[src/rtl/float_pkg.sv]
// Shared widths, class-bit positions and lane-slicing helpers for the float unpacker.
package float_pkg;

  localparam int unsigned CLS_ZERO = 0;
  localparam int unsigned CLS_SUB  = 1;
  localparam int unsigned CLS_INF  = 2;
  localparam int unsigned CLS_NAN  = 3;
  localparam int unsigned CLS_W    = 4;

  function automatic int unsigned fw(input int unsigned exp_w, input int unsigned man_w);
    return exp_w + man_w + 1;
  endfunction

  function automatic int unsigned exp_out_w(input int unsigned exp_w);
    return exp_w + 2;
  endfunction

  function automatic int unsigned man_out_w(input int unsigned man_w);
    return man_w + 3;
  endfunction

  function automatic int unsigned lzc_w(input int unsigned man_w);
    return $clog2(man_w + 1);
  endfunction

  // Bit offset of a lane inside a flattened multi-lane bus.
  function automatic int unsigned lane_lsb(input int unsigned lane, input int unsigned width);
    return lane * width;
  endfunction

endpackage

[src/rtl/float_lzc.sv]
// Combinational leading-zero counter; an all-zero input reports WIDTH.
module float_lzc
  import float_pkg::*;
#(
  parameter int unsigned WIDTH = 7,
  parameter int unsigned CNT_W = lzc_w(WIDTH)
) (
  input  logic [WIDTH-1:0] din_i,
  output logic [CNT_W-1:0] cnt_c_o
);

  // Scan upward so the highest set bit is the last one to win.
  always_comb begin
    cnt_c_o = CNT_W'(WIDTH);
    for (int unsigned i = 0; i < WIDTH; i++) begin
      if (din_i[i]) begin
        cnt_c_o = CNT_W'(WIDTH - 1 - i);
      end
    end
  end

endmodule

[src/rtl/float_unpack_pipe.sv]
// Two-stage multi-lane float unpacker: decode/classify, then optional subnormal
// normalisation, with valid/ready handshakes on both sides.
module float_unpack_pipe
  import float_pkg::*;
#(
  parameter int unsigned EXP_WIDTH = 8,
  parameter int unsigned MAN_WIDTH = 7,
  parameter int unsigned LANES     = 4,
  parameter int unsigned NORMALIZE = 0
) (
  input  logic                                        clk,
  input  logic                                        rst_n,
  input  logic                                        flush,
  input  logic                                        in_valid,
  output logic                                        in_ready,
  input  logic [LANES*fw(EXP_WIDTH, MAN_WIDTH)-1:0]   in_data,
  input  logic [LANES-1:0]                            in_mask,
  output logic                                        out_valid,
  input  logic                                        out_ready,
  output logic [LANES-1:0]                            out_sign,
  output logic [LANES*exp_out_w(EXP_WIDTH)-1:0]       out_exp,
  output logic [LANES*man_out_w(MAN_WIDTH)-1:0]       out_man,
  output logic [LANES*CLS_W-1:0]                      out_class
);

  localparam int unsigned FW_W   = fw(EXP_WIDTH, MAN_WIDTH);
  localparam int unsigned EXO_W  = exp_out_w(EXP_WIDTH);
  localparam int unsigned MNO_W  = man_out_w(MAN_WIDTH);
  localparam int unsigned LZ_W   = lzc_w(MAN_WIDTH);
  localparam int unsigned SIG_W  = MAN_WIDTH + 1;
  localparam int unsigned SH_W   = LZ_W + 1;

  // Stage 1 state
  logic                               s1_valid_q, s1_valid_d;
  logic [LANES-1:0]                   s1_sign_q,  s1_sign_d;
  logic [LANES-1:0][EXP_WIDTH-1:0]    s1_exp_q,   s1_exp_d;
  logic [LANES-1:0]                   s1_hid_q,   s1_hid_d;
  logic [LANES-1:0][MAN_WIDTH-1:0]    s1_frac_q,  s1_frac_d;
  logic [LANES-1:0][CLS_W-1:0]        s1_cls_q,   s1_cls_d;
  logic [LANES-1:0][LZ_W-1:0]         s1_lz_q,    s1_lz_d;

  // Stage 2 state (drives the outputs directly)
  logic                               s2_valid_q, s2_valid_d;
  logic [LANES-1:0]                   s2_sign_q,  s2_sign_d;
  logic [LANES-1:0][EXO_W-1:0]        s2_exp_q,   s2_exp_d;
  logic [LANES-1:0][MNO_W-1:0]        s2_man_q,   s2_man_d;
  logic [LANES-1:0][CLS_W-1:0]        s2_cls_q,   s2_cls_d;

  // Combinational decode of the incoming beat
  logic [LANES-1:0]                   dec_sign_c;
  logic [LANES-1:0][EXP_WIDTH-1:0]    dec_field_c;
  logic [LANES-1:0][EXP_WIDTH-1:0]    dec_exp_c;
  logic [LANES-1:0]                   dec_hid_c;
  logic [LANES-1:0][MAN_WIDTH-1:0]    dec_frac_c;
  logic [LANES-1:0][CLS_W-1:0]        dec_cls_c;
  logic [LANES-1:0][LZ_W-1:0]         lz_c;

  logic s2_load_c;
  logic s1_load_c;

  // A stage accepts when empty or when the stage after it is accepting.
  assign s2_load_c = !s2_valid_q || out_ready;
  assign s1_load_c = !s1_valid_q || s2_load_c;
  assign in_ready  = s1_load_c;

  always_comb begin
    dec_sign_c  = '0;
    dec_field_c = '0;
    dec_exp_c   = '0;
    dec_hid_c   = '0;
    dec_frac_c  = '0;
    dec_cls_c   = '0;
    for (int unsigned i = 0; i < LANES; i++) begin
      dec_sign_c[i]  = in_data[lane_lsb(i, FW_W) + FW_W - 1];
      dec_field_c[i] = in_data[lane_lsb(i, FW_W) + MAN_WIDTH +: EXP_WIDTH];
      dec_frac_c[i]  = in_data[lane_lsb(i, FW_W) +: MAN_WIDTH];
      dec_hid_c[i]   = |dec_field_c[i];
      dec_exp_c[i]   = dec_hid_c[i] ? dec_field_c[i] : EXP_WIDTH'(1);
      dec_cls_c[i][CLS_ZERO] = !dec_hid_c[i] && !(|dec_frac_c[i]);
      dec_cls_c[i][CLS_SUB]  = !dec_hid_c[i] &&  (|dec_frac_c[i]);
      dec_cls_c[i][CLS_INF]  = (&dec_field_c[i]) && !(|dec_frac_c[i]);
      dec_cls_c[i][CLS_NAN]  = (&dec_field_c[i]) &&  (|dec_frac_c[i]);
    end
  end

  for (genvar g = 0; g < LANES; g++) begin : g_lzc
    float_lzc #(
      .WIDTH (MAN_WIDTH),
      .CNT_W (LZ_W)
    ) u_lzc (
      .din_i   (dec_frac_c[g]),
      .cnt_c_o (lz_c[g])
    );
  end

  // Stage 1 next state; masked lanes load all-zero fields.
  always_comb begin
    s1_valid_d = s1_valid_q;
    s1_sign_d  = s1_sign_q;
    s1_exp_d   = s1_exp_q;
    s1_hid_d   = s1_hid_q;
    s1_frac_d  = s1_frac_q;
    s1_cls_d   = s1_cls_q;
    s1_lz_d    = s1_lz_q;
    if (flush) begin
      s1_valid_d = 1'b0;
    end else if (s1_load_c) begin
      s1_valid_d = in_valid;
      if (in_valid) begin
        for (int unsigned i = 0; i < LANES; i++) begin
          if (in_mask[i]) begin
            s1_sign_d[i] = dec_sign_c[i];
            s1_exp_d[i]  = dec_exp_c[i];
            s1_hid_d[i]  = dec_hid_c[i];
            s1_frac_d[i] = dec_frac_c[i];
            s1_cls_d[i]  = dec_cls_c[i];
            s1_lz_d[i]   = lz_c[i];
          end else begin
            s1_sign_d[i] = 1'b0;
            s1_exp_d[i]  = '0;
            s1_hid_d[i]  = 1'b0;
            s1_frac_d[i] = '0;
            s1_cls_d[i]  = '0;
            s1_lz_d[i]   = '0;
          end
        end
      end
    end
  end

  // Stage 2 next state; only subnormals are ever shifted.
  always_comb begin
    s2_valid_d = s2_valid_q;
    s2_sign_d  = s2_sign_q;
    s2_exp_d   = s2_exp_q;
    s2_man_d   = s2_man_q;
    s2_cls_d   = s2_cls_q;
    if (flush) begin
      s2_valid_d = 1'b0;
    end else if (s2_load_c) begin
      s2_valid_d = s1_valid_q;
      if (s1_valid_q) begin
        for (int unsigned i = 0; i < LANES; i++) begin
          s2_sign_d[i] = s1_sign_q[i];
          s2_cls_d[i]  = s1_cls_q[i];
          if ((NORMALIZE != 0) && s1_cls_q[i][CLS_SUB]) begin
            s2_man_d[i] = {2'b00, SIG_W'({1'b0, s1_frac_q[i]} << (SH_W'(s1_lz_q[i]) + SH_W'(1)))};
            s2_exp_d[i] = EXO_W'(0) - EXO_W'(s1_lz_q[i]);
          end else begin
            s2_man_d[i] = {2'b00, s1_hid_q[i], s1_frac_q[i]};
            s2_exp_d[i] = EXO_W'(s1_exp_q[i]);
          end
        end
      end
    end
  end

  always_ff @(posedge clk or negedge rst_n) begin
    if (!rst_n) begin
      s1_valid_q <= 1'b0;
      s1_sign_q  <= '0;
      s1_exp_q   <= '0;
      s1_hid_q   <= '0;
      s1_frac_q  <= '0;
      s1_cls_q   <= '0;
      s1_lz_q    <= '0;
      s2_valid_q <= 1'b0;
      s2_sign_q  <= '0;
      s2_exp_q   <= '0;
      s2_man_q   <= '0;
      s2_cls_q   <= '0;
    end else begin
      s1_valid_q <= s1_valid_d;
      s1_sign_q  <= s1_sign_d;
      s1_exp_q   <= s1_exp_d;
      s1_hid_q   <= s1_hid_d;
      s1_frac_q  <= s1_frac_d;
      s1_cls_q   <= s1_cls_d;
      s1_lz_q    <= s1_lz_d;
      s2_valid_q <= s2_valid_d;
      s2_sign_q  <= s2_sign_d;
      s2_exp_q   <= s2_exp_d;
      s2_man_q   <= s2_man_d;
      s2_cls_q   <= s2_cls_d;
    end
  end

  assign out_valid = s2_valid_q;
  assign out_sign  = s2_sign_q;
  assign out_exp   = s2_exp_q;
  assign out_man   = s2_man_q;
  assign out_class = s2_cls_q;

endmodule

[config.mk]
export PLATFORM = sky130hd
export DESIGN_NAME = float_unpack_pipe
export DESIGN_NICKNAME = d
export VERILOG_FILES = /design/src/rtl/float_pkg.sv /design/src/rtl/float_lzc.sv /design/src/rtl/float_unpack_pipe.sv
export SDC_FILE = /design/constraint.sdc
export NUM_CORES = 1
export LEC_CHECK = 0
export ABC_AREA = 1
export ABC_CLOCK_PERIOD_IN_PS = 2700
export BUFFER_PORTS_ARGS = -buffer_cell sky130_fd_sc_hd__buf_2
export CELL_PAD_IN_SITES_DETAIL_PLACEMENT = 0
export CELL_PAD_IN_SITES_GLOBAL_PLACEMENT = 1
export CORE_MARGIN = 3
export CORE_UTILIZATION = 42
export CTS_CLUSTER_SIZE = 20
export DETAILED_ROUTE_END_ITERATION = 8
export PLACE_DENSITY_LB_ADDON = 0.08
export SKIP_LAST_GASP = 1
export SLEW_MARGIN = 25
export SYNTH_ARGS = -nofsm -noshare
export SYNTH_HDL_FRONTEND = slang
export SYNTH_SLANG_ARGS = --single-unit
export TNS_END_PERCENT = 30
[constraint.sdc]
create_clock -name clk -period 2.7 [get_ports clk]
set_input_delay 0.27 -clock clk [delete_from_list [all_inputs] [get_ports clk]]
set_output_delay 0.27 -clock clk [all_outputs]
set_load 0.01 [all_outputs]
==> Implementation_results.wiki <==
{| class="wikitable"
! Metric !! Value
|-
| Global-route congestion overflow total || 0
|-
| Warnings, synthesis || 0
|-
| Share of the synthesized area in the top cell type || 59.9%
|-
| Area of the core region || 0.0162 sq mm
|-
| Crit share post-route || 66.2%
|-
| Vertical extent of the die || 136 um
|-
| # diodes || 0
|-
| Clock latency reported for the late side of the worst-skew pair || 420 ps
|-
| Count of distinct cell types in the synthesized netlist || 18
|-
| Setup violation total in the final timing report || 0
|-
| Post-route setup TNS || 0 ps
|-
| Critical Path Start Type || register
|-
| Row count || 46
|-
| Drt initial violations || 301
|-
| Number of top-level design ports || 175
|-
| Layout cells sized above 1 || 21.6%
|-
| Bufs on Longest Clock Path || 2
|-
| Hold buffers post-CTS || 1
|-
| All-layer global routing usage || 19.2%
|-
| Critical path data arrival time || 2130 ps
|-
| Sequential share of the synthesized area || 59.9%
|-
| Number of buffers inserted by post-CTS setup repair || 0
|-
| Cell with the most instances after synthesis || nand2_1
|-
| Critical path start-end classification || reg -> reg
|-
| Final HPWL DP || 12.2 mm
|-
| Static Leakage || 4.67 nW
|-
| Maximum vdd drop || 508 uV
|-
| First-pass GRT wire length || 27.8 mm
|-
| Root buffer selected by CTS || clkbuf_16
|-
| Cell types with the highest counts after synthesis || nand2_1, dfrtp_1, inv_1
|-
| Critical path's slowest cell || nand2_4
|-
| Per-cell routed wire length || 14.5 um
|-
| Min Hold Slack || 55.7 ps
|-
| Endpoint type of the worst setup path || register
|-
| Sink Count || 170
|-
| Final Skew || 5.65 ps
|-
| Leading area contributor after synthesis || dfrtp_1
|-
| Number of buffers added by the clock tree synthesis step || 17
|-
| Startpoint of the tightest hold check path || in_data[31]
|-
| Peak per-stage delay on the critical path || 400 ps
|-
| Fillers || 1,621
|-
| Max-slew violations || 0
|-
| Number of maximum-capacitance constraint violations || 0
|-
| Met2 Usage GRT || 30.6%
|-
| Largest net degree at the start of global routing || 74
|-
| Starting density of the core || 43.7%
|-
| Outcome || finished clean
|-
| Post-synthesis average cell area || 8.80 sq um
|-
| Cell count after synthesis || 807
|-
| Classification of the worst-slack hold path || in -> reg
|-
| Nets || 1,030
|-
| Origin of the worst setup path || out_valid
|-
| Antenna violations before repair || 3
|-
| Number of gates given a new drive strength after cts || 0
|-
| Level count of the clock H-tree || 4
|-
| Post-route DRC violation count || 0
|-
| Critical register-to-register path startpoint || out_valid
|-
| Number of register bits inferred by synthesis || 170
|-
| Cell Chain, Critical Path || nand2_2 > nand2_4 > buf_4 > nand2_1 > o21ai_1
|-
| Die Wd || 136 um
|-
| Most instantiated flip-flop cell in the synthesis netlist || dfrtp_1
|-
| Clk slew on worst S/H paths || 70 ps
|-
| Total die area || 0.0185 sq mm
|-
| Number of synthesized flops with an enable pin || 0
|-
| CTS tree || done
|-
| Post-Layout Cell Count || 1,186
|-
| Unrepaired setup endpoints after global routing || no
|-
| Total via count after detailed routing || 5,577
|-
| Area growth, synth to finish || 20.5%
|-
| Fraction of registers with async set or reset after synthesis || 100%
|-
| Tightest Pin Transition || 684 ps
|-
| Port Buf Inserts || 158
|-
| Final wirelength || 17.1 mm
|-
| Rel. slew slack || 54.4%
|-
| Post-Synthesis Cell Area || 0.00710 sq mm
|-
| Gp weighted congestion || 0.785
|-
| Number of failing hold endpoints at the final stage || 0
|-
| Required arrival time at the worst endpoint || 3040 ps
|-
| Leading cell types by total area after synthesis || dfrtp_1, nand2_1, o21ai_0
|-
| Final critical path time including I/O delays and setup || 1790 ps
|-
| Routing layer with the top usage in global route || met2
|-
| Post-layout power || 6.36 mW
|-
| GR met1 Demand/Resource || 25.2%
|-
| Count of nets left with antenna violations after detail routing || 0
|-
| Achievable clock frequency || 560 MHz
|-
| Placed Instances || 1,153
|-
| Met3 usage || 5.18%
|-
| Areal power density over the cells || 744 mW/mm^2
|-
| First-pass iteration count of the detailed router || 4
|-
| Largest fanout of any net on the critical path || 36
|-
| Average vias per placed instance || 4.70
|-
| Via count of the first global-routing pass || 5,472
|}
## cell usage in the layout, fill, tap and decap left out, types with 5 or more instances in the layout
master     instances
nor2_1            41
inv_6              5
nand2_1          265
dfrtp_1          170
clkbuf_16         17
inv_1             99
buf_2            157
o21ai_1           37
conb_1            16
nand3_1           41
o21ai_0           87
buf_4              7
## layer usage
| metal | share of wire, % | up-vias |
|---|---|---|
| li1 | - | 2754 |
| met1 | 44 | 2632 |
| met2 | 47 | 155 |
| met3 | 6.3 | 30 |
| met4 | 2.5 | 6 |
| met5 | 0.16 | - |
## worst max-delay path: cells and delay by family, from the launching register on
family	cells	cell delay, ps
compound gates	1	100
flops	1	380
buf+inv	1	390
simple gates	3	810
## state kept, by name (all words and copies together) (netlist names), 4 cells and up
register / flops
out_exp: 32
out_man: 32
s1_exp_q: 32
s1_frac_q: 28
out_class: 16
s1_cls_q: 16
out_sign: 4
s1_hid_q: 4
s1_sign_q: 4
## cells by family after synthesis
kind of cell    share of synthesized area (%)
compound gates                           9.38
other cells                            0.0528
flops                                    59.9
buf+inv                                  10.4
simple gates                             20.2
## layout make-up
class | count | area (sq um) | area share (%)
flip-flops and latches | 170 | 4250 | 49.7
multi-input cells | 500 | 2160 | 25.3
repair buffers | 168 | 900 | 10.5
clock buffers | 17 | 425 | 4.97
inverters | 100 | 375 | 4.39
well taps | 216 | 270 | 3.16
clock inverters | 15 | 165 | 1.93
## power by group
part | leakage [nW] | total (mW) | internal, mW | switching (mW)
sequential | 2.24 | 3.02 | 2.87 | 0.152
clock | 0.277 | 2.45 | 1.38 | 1.07
combinational | 2.15 | 0.895 | 0.338 | 0.557
## metrics by stage
stage,util [%],area [sq um],setup WS [ps]
after floorplan,-,7150,1400
after global placement,49.0,7950,931
after detailed placement,49.0,7950,861
after CTS,52.7,8550,906
after global routing,52.7,8550,743
final,52.7,8550,914
## worst paths after layout
check                               end  slack, ps  depth (start not counted)
setup / recovery            out_man[10]        910                          5
hold / removal             s1_sign_q[1]         60                          3
setup reg to reg            out_man[10]        910                          5
hold reg to reg             out_exp[30]        470                          2
max in group asynchronous   s1_cls_q[6]       1460                          3
min in group asynchronous   out_exp[31]        420                          2
(Power assumes the default switching activity.)
